<file path="config.mk">
export PLATFORM = sky130hd
export DESIGN_NAME = data_mem_arbiter
export DESIGN_NICKNAME = d
export VERILOG_FILES = /design/src/rtl/data_mem_arbiter.sv
export SDC_FILE = /design/constraint.sdc
export NUM_CORES = 1
export LEC_CHECK = 0
export BUFFER_PORTS_ARGS = -buffer_cell sky130_fd_sc_hd__clkbuf_2
export CAP_MARGIN = 0
export CORE_AREA = 2 2 54 56
export CTS_CLUSTER_DIAMETER = 50
export DETAILED_ROUTE_END_ITERATION = 10
export DIE_AREA = 0 0 56 58
export PLACE_DENSITY = 0.8
export SLEW_MARGIN = 10
export SYNTH_ARGS = -nofsm -noshare
export SYNTH_HDL_FRONTEND = slang
export SYNTH_SLANG_ARGS = --single-unit
</file>
<file path="constraint.sdc">
create_clock -name clk -period 1.2 [get_ports clk]
set_input_delay 0.12 -clock clk [delete_from_list [all_inputs] [get_ports clk]]
set_output_delay 0.12 -clock clk [all_outputs]
set_load 0.02 [all_outputs]
</file>
<file path="src/rtl/data_mem_arbiter.sv">
// data_mem_arbiter: two-port arbiter in front of a 16x4 single-port data memory.
//
// Each access takes three cycles: IDLE (request sampled), SERVE (memory access,
// write strobe asserted) and ACK (one-cycle completion pulse, read data valid).
// Ties go round-robin when RR=1, or to port 0 when RR=0.
//
// Ports:
//   clk, rst                   clock and synchronous active-high reset
//   req0/1, we0/1              per-port request and write enable
//   addr0/1, wdata0/1          per-port word address and write data
//   ack0/1                     one-cycle completion pulse per port
//   rdata0/1                   per-port read data, held until that port's next ack
//   mem_we, mem_addr, mem_din  memory write strobe, address and write data
//   mem_dout                   combinational memory read data
//   gnt                        one-hot current owner (00 when idle)
module data_mem_arbiter #(
    parameter int unsigned RR = 1
) (
    input  logic       clk,
    input  logic       rst,
    input  logic       req0,
    input  logic       we0,
    input  logic [3:0] addr0,
    input  logic [3:0] wdata0,
    output logic       ack0,
    output logic [3:0] rdata0,
    input  logic       req1,
    input  logic       we1,
    input  logic [3:0] addr1,
    input  logic [3:0] wdata1,
    output logic       ack1,
    output logic [3:0] rdata1,
    output logic       mem_we,
    output logic [3:0] mem_addr,
    output logic [3:0] mem_din,
    input  logic [3:0] mem_dout,
    output logic [1:0] gnt
);

    typedef enum logic [1:0] {
        StIdle,
        StServe,
        StAck
    } state_e;

    state_e     state_q;
    logic       id_q;       // latched winner: 0 = port 0, 1 = port 1
    logic       last_q;     // most recently granted port
    logic       we_q;
    logic [3:0] addr_q;
    logic [3:0] wdata_q;
    logic [3:0] rdata0_q;
    logic [3:0] rdata1_q;
    logic       ack0_q;
    logic       ack1_q;
    logic [1:0] gnt_q;
    logic       win;

    // Winner among the current requests; only meaningful in IDLE.
    always_comb begin
        win = 1'b0;
        if (req0 && req1) begin
            win = (RR != 0) ? ~last_q : 1'b0;
        end else begin
            win = req1;
        end
    end

    always_ff @(posedge clk) begin
        if (rst) begin
            state_q  <= StIdle;
            id_q     <= 1'b0;
            last_q   <= 1'b1;  // port 0 wins the first tie
            we_q     <= 1'b0;
            addr_q   <= 4'h0;
            wdata_q  <= 4'h0;
            rdata0_q <= 4'h0;
            rdata1_q <= 4'h0;
            ack0_q   <= 1'b0;
            ack1_q   <= 1'b0;
            gnt_q    <= 2'b00;
        end else begin
            unique case (state_q)
                StIdle: begin
                    if (req0 || req1) begin
                        state_q <= StServe;
                        id_q    <= win;
                        last_q  <= win;
                        we_q    <= win ? we1 : we0;
                        addr_q  <= win ? addr1 : addr0;
                        wdata_q <= win ? wdata1 : wdata0;
                        gnt_q   <= win ? 2'b10 : 2'b01;
                    end
                end
                StServe: begin
                    state_q <= StAck;
                    // Read captured at the write edge, so writes return old data.
                    if (id_q) begin
                        rdata1_q <= mem_dout;
                        ack1_q   <= 1'b1;
                    end else begin
                        rdata0_q <= mem_dout;
                        ack0_q   <= 1'b1;
                    end
                end
                StAck: begin
                    state_q <= StIdle;
                    ack0_q  <= 1'b0;
                    ack1_q  <= 1'b0;
                    gnt_q   <= 2'b00;
                end
                default: begin
                    state_q <= StIdle;
                    ack0_q  <= 1'b0;
                    ack1_q  <= 1'b0;
                    gnt_q   <= 2'b00;
                end
            endcase
        end
    end

    // Gated by rst so a reset during SERVE cannot commit the write.
    assign mem_we   = (state_q == StServe) && we_q && !rst;
    assign mem_addr = addr_q;
    assign mem_din  = wdata_q;
    assign ack0     = ack0_q;
    assign ack1     = ack1_q;
    assign rdata0   = rdata0_q;
    assign rdata1   = rdata1_q;
    assign gnt      = gnt_q;

endmodule

</file>
==> results by group, run 1 <==
Status
  – Run status: finished, violations left
  – Failing checks: negative setup slack

Clock tree
  – CTS sink cnt: 25
  – Clk Latency, worst-skew pair: roughly 0.33 ns
  – CTS Buffer Depth: 2
  – CTS buffer count: 3
  – CTS clk-pin slew, worst paths: 0.15 ns
  – Root buffer cell: clkbuf_4
  – H-tree depth: 1
  – CTS tree: done

Route
  – Antenna viol nets, final: 0
  – Via/cell ratio: approximately 5.3
  – Via count: 1098
  – Pre-Repair DR Iteration Count: 4
  – DRT iter0 DRCs: 30
  – Residual DRC: 0
  – WL final: 3110 um
  – Routed length per placed instance: ~15 um

STA
  – Final Cycle Share: 111%
  – Slew headroom: 78.0%
  – Unrepaired setup endpoints after global routing: yes
  – Fmax: between 0.7 and 0.8 GHz
  – Final hold vios: 0
  – Setup TNS: -0.659 ns
  – Post-route setup slack: -0.135 ns
  – Hold WS: 0.0194 ns
  – Final setup viols: 10
  – Final Max Slew Viols: 0
  – Clock Skews: between 0.008 and 0.009 ns
  – Slew @ Worst Pin: 0.330 ns
  – Fin crit period: 1.34 ns

Global routing
  – Total global-route track usage: 19.0%
  – Initial antenna violation count: 0
  – Vias in the first global route: ~1100
  – Grt ovf: 0
  – Largest net degree at the start of global routing: 25
  – First-pass GRT wire length: 4890 um

Synth
  – Cell area after synthesis: between 1000 and 1500 um^2
  – Count of yosys warnings during synthesis: 0
  – Synth Area in XOR/XNOR: 0%
  – Syn nets: 137
  – Compound-Gate Fraction of Synth Area: 15.6%
  – Cells after Synth: 111
  – EDFF count, synth: 0
  – Ys flop type: dfxtp_1
  – Largest family of logic cells by synthesized area: simple AND/OR/NAND/NOR gates
  – FF+latch count, synth: 25
  – Post-synthesis cell type count: 26
  – Syn avg cell area: 9.54 um^2
  – Sequential-to-total area share from yosys stat: 47.3%
  – Post-Synth Adder-Cell Area: 0%
  – Async SR Flop Fraction: 0%
  – Post-Synth Simple-Gate Area: 22.8%
  – Post-synthesis mux area share: 10.4%

Hold path
  – Hold Path Stages: 3
  – Hold Crit Start: wdata1[0]
  – Worst hold endpoint: mem_din[0]
  – Min-delay worst type: input pin to flop

Critical path
  – Worst-case reg-to-reg path depth: 4
  – Slowest Stage Delay on Critical Path: around 0.40 ns
  – Critical Path Fanout Max: 3
  – Crit path arrival time: 1.22 ns
  – FF-to-FF Start: state_q[0]
  – Critical path's slowest cell: dfxtp_4
  – WS Path Type: flop to output pin
  – Req. time, crit path: 1.08 ns
  – Worst Setup Start Kind: flop
  – Reg2reg setup slack: -0.08 ns
  – CP Cell Sequence: inv_4 -> nor3_4 -> and2_4 -> buf_8
  – Worst setup EP type: output pin
  – Reg2reg end: rdata0[0]

Final layout
  – Commonest non-fill, non-tap cells in the layout: 45 x clkbuf_2, 23 x dfxtp_1, 14 x buf_4, 11 x mux2i_1
  – Ant. Diodes: 0
  – Most common cell after layout, fill and taps aside: clkbuf_2
  – Area delta synth->final: 50.2%
  – Multi-input gate area: ~600 um^2
  – Share of cells above drive strength 1: 52.6%
  – Nets@finish: between 200 and 250
  – Final core utilization: 59.7%
  – Register Area: ~510 um^2
  – Non-Filler Instances: between 200 and 250
  – Fill cells: 213

Power and ir drop
  – Pleak: ~0.73 nW
  – Worst vdd ir: 825 uV
  – Power Density: around 1200 nW/um^2

Floorplanning
  – Die W: around 56 um
  – Starting Density: about two fifths
  – Num ports: 47
  – Core Rows: 19
  – Core area: 2660 um^2
  – Die Y: 58 um
  – DIE AREA: 3250 um^2

Place
  – GP Congestion: 0.697
  – Place WS: -0.0549 ns
  – Port Buffer Count: 46
  – # placed instances: just under 200
  – HPWL after detailed placement: 2130 um

Job
  – Max Cap Viol: 0
[per-layer routing]
layer | global-route usage, % | share of wire [%] | vias to the layer above
met1 | 22.2 | 43 | 539
met2 | 33.4 | 52 | 26
met4 | 8.84 | 1.5 | 0
li1 | - | - | 529
met5 | 0 | 0 | -
met3 | 4.02 | 3.8 | 4
[layout make-up]
| type | instances | share of cell area, % |
|---|---|---|
| Tap cell | 31 | 2.44 |
| Clock buffer | 3 | 1.42 |
| Multi-Input combinational cell | 79 | 37.8 |
| Timing Repair Buffer | 65 | 25.3 |
| Sequential cell | 25 | 31.9 |
| Clock inverter | 1 | 0.472 |
| Inverter | 2 | 0.629 |
[registers in the layout (all words and copies together), names as in the netlist]
signal    cells
rdata1        4
ack1          1
mem_addr      4
last_q        1
we_q          1
mem_din       4
rdata0        4
gnt           2
id_q          1
ack0          1
state_q       2
[worst max path at each step]
stage	from	end	depth (start not counted)
floorplan	state_q[0]	rdata0[0]	4
global placement	state_q[0]	mem_we	4
detailed placement	state_q[1]	mem_din[2]	4
CTS	state_q[1]	mem_we	3
global route	state_q[0]	mem_we	4
finish	state_q[0]	mem_we	4
[Yosys cell counts (3+ instances only)]
cell      number  share of area, %
nor3_1         6               2.8
nand2b_1       3               1.8
a21oi_1        5               2.4
nor2_1        12               4.3
a31oi_1        6               3.5
o21ai_0        6               2.8
nand3_1       12               5.7
a211oi_1       3               2.1
dfxtp_1       25                47
mux2i_1       11                10
clkbuf_1       4               1.4
[logic make-up after synthesis]
family / after synthesis
AOI/OAI and AO/OA: 25
muxes: 11
buffers and inverters: 8
and+or+nand+nor: 42
DFF: 25
[worst max-delay path: cells and delay by family (launching register included)]
| kind | cells | cell delay [ns] |
|---|---|---|
| DFF | 1 | 0.40 |
| buffers and inverters | 2 | 0.14 |
| and+or+nand+nor | 2 | 0.35 |
[per-stage QoR]
stage	total power, mW	area [um^2]
2_1_floorplan	1.21	1060
3_3_place_gp	1.36	1380
3_5_place_dp	1.38	1380
4_1_cts	1.80	1500
5_1_grt	1.94	1590
6_report	1.86	1590
[repair_timing]
action / 4_1_cts / 5_1_grt
hold buffers: 0 / 0
resized for setup: 21 / 18
setup endpoints to repair: 19 / 22
pin swaps: 5 / 9
gates cloned: 0 / 1
setup buffers: 5 / 3
[power by group]
group	internal, mW	total, mW	switching [mW]	leakage [nW]
Clock	0.128	0.401	0.273	0.0139
Combinational	0.245	0.521	0.276	0.508
Sequential	0.893	0.942	0.0489	0.206
Note: power is estimated with default switching activity, not from simulation.
==> inputs of run 2 (changes only) <==
PLACE_DENSITY = 0.72   (was 0.8)
SLEW_MARGIN = unset   (was 10)
==> run 2 against run 1 <==
Against the previous run: the run still ends with negative setup slack left; critical endpoint is now rdata0[0]; clock power decreased by 7.5%; register-to-register slack worse by 0.04 ns; hold slack better by 0.018 ns; combinational power grew 9.8%; global-route usage down 0.72 points; first-iteration DRC count rose by 17%; critical path depth grew 1; maximum frequency up 0.83%; largest cell class unchanged; sequential share of layout area is 1.5 points lower; non-clock buffer count up 6.
==> results by group, run 2 (synthesized netlist as in run 1, its figures left out) <==
Status
  – Run status: finished, violations left
  – Failing checks: negative setup slack

Route
  – Residual DRC: 0
  – Via/cell ratio: roughly 5.2
  – Antenna viol nets, final: 0
  – Routed length per placed instance: 14.8 um
  – Via count: approximately 1100
  – Pre-Repair DR Iteration Count: 4
  – WL final: between 3000 and 4000 um
  – DRT iter0 DRCs: 35

Place
  – HPWL after detailed placement: between 1500 and 2000 um
  – Place WS: -0.0514 ns
  – # placed instances: 192
  – GP Congestion: 0.741
  – Port Buffer Count: between 40 and 50
  – Placed cell area: 1370 um^2

Clock tree
  – CTS Buffer Depth: 2
  – Hold_buf cts: 0
  – CTS buffer count: 3
  – CTS sink cnt: 25
  – Clk Latency, worst-skew pair: 0.31 ns
  – H-tree depth: 1
  – CTS clk-pin slew, worst paths: 0.13 ns
  – Root buffer cell: clkbuf_4
  – CTS tree: done

Final layout
  – Commonest non-fill, non-tap cells in the layout: 45 x clkbuf_2, 23 x dfxtp_1, 15 x buf_4, 12 x nand3_1, 11 x mux2i_1
  – Nets@finish: 208
  – Most common cell after layout, fill and taps aside: clkbuf_2
  – Fill cells: 208
  – Share of cells above drive strength 1: 54.1%
  – Non-Filler Instances: 212
  – Final Cell Area: 1660 um^2
  – Area delta synth->final: 56.6%
  – Ant. Diodes: 0

Global routing
  – First-pass GRT wire length: 4680 um
  – Largest net degree at the start of global routing: 25
  – Vias in the first global route: 1083
  – Grt ovf: 0
  – Total global-route track usage: a little under a fifth
  – Initial antenna violation count: 0

Critical path
  – Worst Setup Start Kind: flop
  – FF-to-FF Start: state_q[1]
  – Worst setup EP type: flop
  – Reg2reg setup slack: -0.12 ns
  – Crit path arrival time: 1.53 ns
  – Req. time, crit path: 1.40 ns
  – Worst-case reg-to-reg path depth: 5
  – Reg2reg end: rdata0[0]
  – WS Path Type: flop to flop
  – Critical Path Fanout Max: 5

STA
  – Final Cycle Share: 110%
  – Slew @ Worst Pin: 0.337 ns
  – Fin crit period: 1.32 ns
  – Post-route setup slack: -0.124 ns
  – Final hold vios: 0
  – Fmax: 0.755 GHz
  – Clock Skews: about 0.0041 ns
  – Final setup viols: 14
  – Unrepaired setup endpoints after global routing: yes
  – Setup TNS: -1.25 ns
  – Slew headroom: 77.5%
  – Final Max Slew Viols: 0

Power and ir drop
  – Worst vdd ir: 704 uV
  – Power Density: 1140 nW/um^2
  – Pleak: 0.767 nW

Hold path
  – Worst hold endpoint: mem_addr[3]
  – Hold Crit Start: addr0[3]
  – Min-delay worst type: input pin to flop
  – Hold Path Stages: 3

Floorplanning
  – Core area: about 2700 um^2
  – DIE AREA: 3250 um^2
  – Starting Density: 39.8%
  – Num ports: 47
  – Die Y: 58 um
  – Core Rows: 19
  – Die W: 56 um

Job
  – Max Cap Viol: 0
## run 2: cell types whose count changed in the layout (fill, tap and decap cells not counted), moves of 2 or more
cell and delta:
a211oi_1 -2, nand3_1 +2, buf_6 +5, a21oi_1 -2, a211oi_2 +2, a21oi_2 +2, nand3_2 -2
## run 2: through the flow
step	hold slack (ns)	power, mW	util [%]
final	0.0374	1.88	62.3
after global routing	0.0217	1.97	62.3
after CTS	0.0301	1.79	56.2
after detailed placement	0.346	1.37	51.4
after global placement	0.337	1.36	51.4
after floorplan	0.264	1.21	-
## run 2: how the worst max path moves through the flow
stage	from	to	slack, ns	cells past startpoint
floorplan	state_q[0]	rdata0[0]	0.08	4
global placement	state_q[1]	mem_we	0.002	4
detailed placement	state_q[1]	mem_we	-0.05	4
CTS	state_q[1]	mem_we	-0.13	4
global route	state_q[0]	mem_din[3]	-0.17	5
finish	state_q[1]	rdata0[0]	-0.12	5
## run 2: power breakdown
part | switching (mW) | total, mW | internal [mW]
Clock | 0.241 | 0.371 | 0.130
Combinational | 0.294 | 0.572 | 0.277
Sequential | 0.0464 | 0.940 | 0.894
## run 2: area by class of cell
cell class                      count  area (um^2)  area share, %
Clock buffer                        4         26.3           1.58
Inverter                            2         10.0          0.604
Multi-Input combinational cell     79          612           36.9
Sequential cell                    25          505           30.5
Tap cell                           31         38.8           2.34
Timing Repair Buffer               71          465           28.1
## run 2: worst max-delay path, cell delays in order, from the launching register on
cell,delay [ns]
dfxtp_2,0.36
buf_6,0.13
buf_6,0.11
nor3b_4,0.32
mux2i_1,0.23
nor2_1,0.07
## run 2: per-layer routing
layer,global-route usage (%),part of all wire [%],vias to the layer above
li1,-,-,546
met1,20.4,43,528
met2,32.1,52,33
met3,3.79,4.2,2
met4,11.2,0.51,0
met5,0,0,-
## run 2: timing repair
action,4_1_cts,5_1_grt
setup endpoints to repair,9,21
pin swaps,10,23
resized for setup,15,27
gates cloned,0,1
setup buffers,8,7
==> inputs of run 3 (changes only) <==
CELL_PAD_IN_SITES_DETAIL_PLACEMENT = 1   (was unset)
CELL_PAD_IN_SITES_GLOBAL_PLACEMENT = 2   (was unset)
CORE_AREA = 2 2 71 73   (was 2 2 54 56)
DIE_AREA = 0 0 73 75   (was 0 0 56 58)
PLACE_DENSITY = unset   (was 0.72)
PLACE_DENSITY_LB_ADDON = 0.1   (was unset)
==> run 3 against run 2 <==
Against the previous run: the run still ends with negative setup slack left; register-to-register slack gained 0.05 ns; critical path depth shrank 1; clock power grew 46%; via count shrank 3.9%; clock skew grew 0.00098 ns; first-iteration DRC count shrank 17%; core utilization shrank 27 points; sequential share of layout area grew 0.68 points; power grew 5.7%; largest power group unchanged.
==> results by group, run 3 (synthesized netlist as in run 1, its figures left out) <==
Global routing
  – First-pass GRT wire length: about 5200 um
  – Total global-route track usage: 12.7%
  – Grt ovf: 0
  – Largest net degree at the start of global routing: 25
  – Vias in the first global route: 1101
  – Initial antenna violation count: 0

Critical path
  – Reg2reg end: mem_din[0]
  – Worst setup EP type: output pin
  – WS Path Type: flop to output pin
  – Worst Setup Start Kind: flop
  – Req. time, crit path: 1.08 ns
  – Critical Path Fanout Max: 5
  – FF-to-FF Start: state_q[0]
  – Worst-case reg-to-reg path depth: 5
  – Crit path from: state_q[1]
  – Reg2reg setup slack: -0.07 ns
  – Crit path arrival time: 1.20 ns

STA
  – Slew headroom: 76.6%
  – Clock Skews: 0.00512 ns
  – Final Cycle Share: 110%
  – Final setup viols: 8
  – Post-route setup slack: -0.116 ns
  – Fin crit period: 1.32 ns
  – Slew @ Worst Pin: 0.350 ns
  – Fmax: between 0.7 and 0.8 GHz
  – Final hold vios: 0
  – Setup TNS: -0.273 ns
  – Final Max Slew Viols: 0
  – Hold WS: 0.0781 ns
  – Unrepaired setup endpoints after global routing: yes

Final layout
  – Multi-input gate area: around 560 um^2
  – Final core utilization: 34.8%
  – Ant. Diodes: 0
  – Non-Filler Instances: 230
  – Nets@finish: 203
  – Most common cell after layout, fill and taps aside: clkbuf_2
  – Area delta synth->final: 53.2%
  – Register Area: 505 um^2
  – Share of cells above drive strength 1: 50.0%
  – Final Cell Area: 1620 um^2
  – Fill cells: 551
  – Commonest non-fill, non-tap cells in the layout: 45 x clkbuf_2, 23 x dfxtp_1, 12 x buf_4, 11 x nand3_1

Clock tree
  – CTS sink cnt: 25
  – H-tree depth: 1
  – Clk Latency, worst-skew pair: 0.28 ns
  – CTS clk-pin slew, worst paths: 0.10 ns
  – CTS buffer count: 3
  – Root buffer cell: clkbuf_8
  – CTS tree: done
  – CTS Buffer Depth: 2

Hold path
  – Hold Crit Start: we0
  – Min-delay worst type: input pin to flop
  – Hold Path Stages: 3
  – Worst hold endpoint: we_q

Power and ir drop
  – Power Density: 1230 nW/um^2
  – Pleak: 0.736 nW
  – Worst vdd ir: 425 uV
  – Total chip power: 1.99 mW

Floorplanning
  – Num ports: 47
  – DIE AREA: about 5500 um^2
  – Die Y: between 70 and 80 um
  – Starting Density: 22.7%
  – Core Rows: 25
  – Core area: about 4700 um^2
  – Die W: 73 um

Place
  – # placed instances: 215
  – Placed cell area: roughly 1400 um^2
  – GP Congestion: 0.754
  – Place WS: -0.0243 ns
  – HPWL after detailed placement: 2340 um
  – Port Buffer Count: 46

Route
  – WL final: 3310 um
  – DRT iter0 DRCs: 29
  – Via/cell ratio: 4.63
  – Pre-Repair DR Iteration Count: 4
  – Residual DRC: 0
  – Routed length per placed instance: 14.4 um
  – Via count: 1066
  – Antenna viol nets, final: 0

Status
  – Run status: finished, violations left
  – Failing checks: negative setup slack

Job
  – Max Cap Viol: 0
## run 3: where the power goes
| group | switching, mW | leakage, nW | total, mW | internal [mW] |
|---|---|---|---|---|
| sequential | 0.0442 | 0.206 | 0.937 | 0.893 |
| clock | 0.305 | 0.0217 | 0.541 | 0.236 |
| combinational | 0.267 | 0.508 | 0.512 | 0.245 |
## run 3: critical path: stages (launching register included)
cell,delay [ns]
dfxtp_2,0.35
buf_6,0.13
nor3_4,0.16
and2_4,0.17
buf_8,0.10
## run 3: routing by layer
metal / vias up / GRT usage, % / routed length (um)
li1: 532 / - / -
met1: 496 / 15.3 / 1470
met2: 33 / 21.9 / 1600
met3: 5 / 2.95 / 170
met4: 0 / 4.94 / 67
met5: - / 0 / 0
## run 3: area by class of cell
class | count | share of cell area (%)
Sequential cell | 25 | 31.2
Multi-Input combinational cell | 78 | 34.6
Clock inverter | 1 | 0.463
Inverter | 2 | 0.463
Tap cell | 54 | 4.17
Timing Repair Buffer | 67 | 26.6
Clock buffer | 3 | 2.55
## run 3: worst max path at each step
stage,to,slack [ns],depth (start not counted)
2_1_floorplan,rdata0[0],0.08,4
3_3_place_gp,mem_din[3],-0.02,4
3_5_place_dp,mem_addr[3],-0.02,4
4_1_cts,mem_we,-0.1,4
5_1_grt,mem_we,-0.18,4
6_report,mem_we,-0.12,4
## run 3: what timing repair did
action                                  4_1_cts  5_1_grt
setup buffers                                 6        6
gates resized for setup                      10       16
hold buffers                                  0        0
pin swaps                                     8       15
endpoints found under the setup margin       12       19
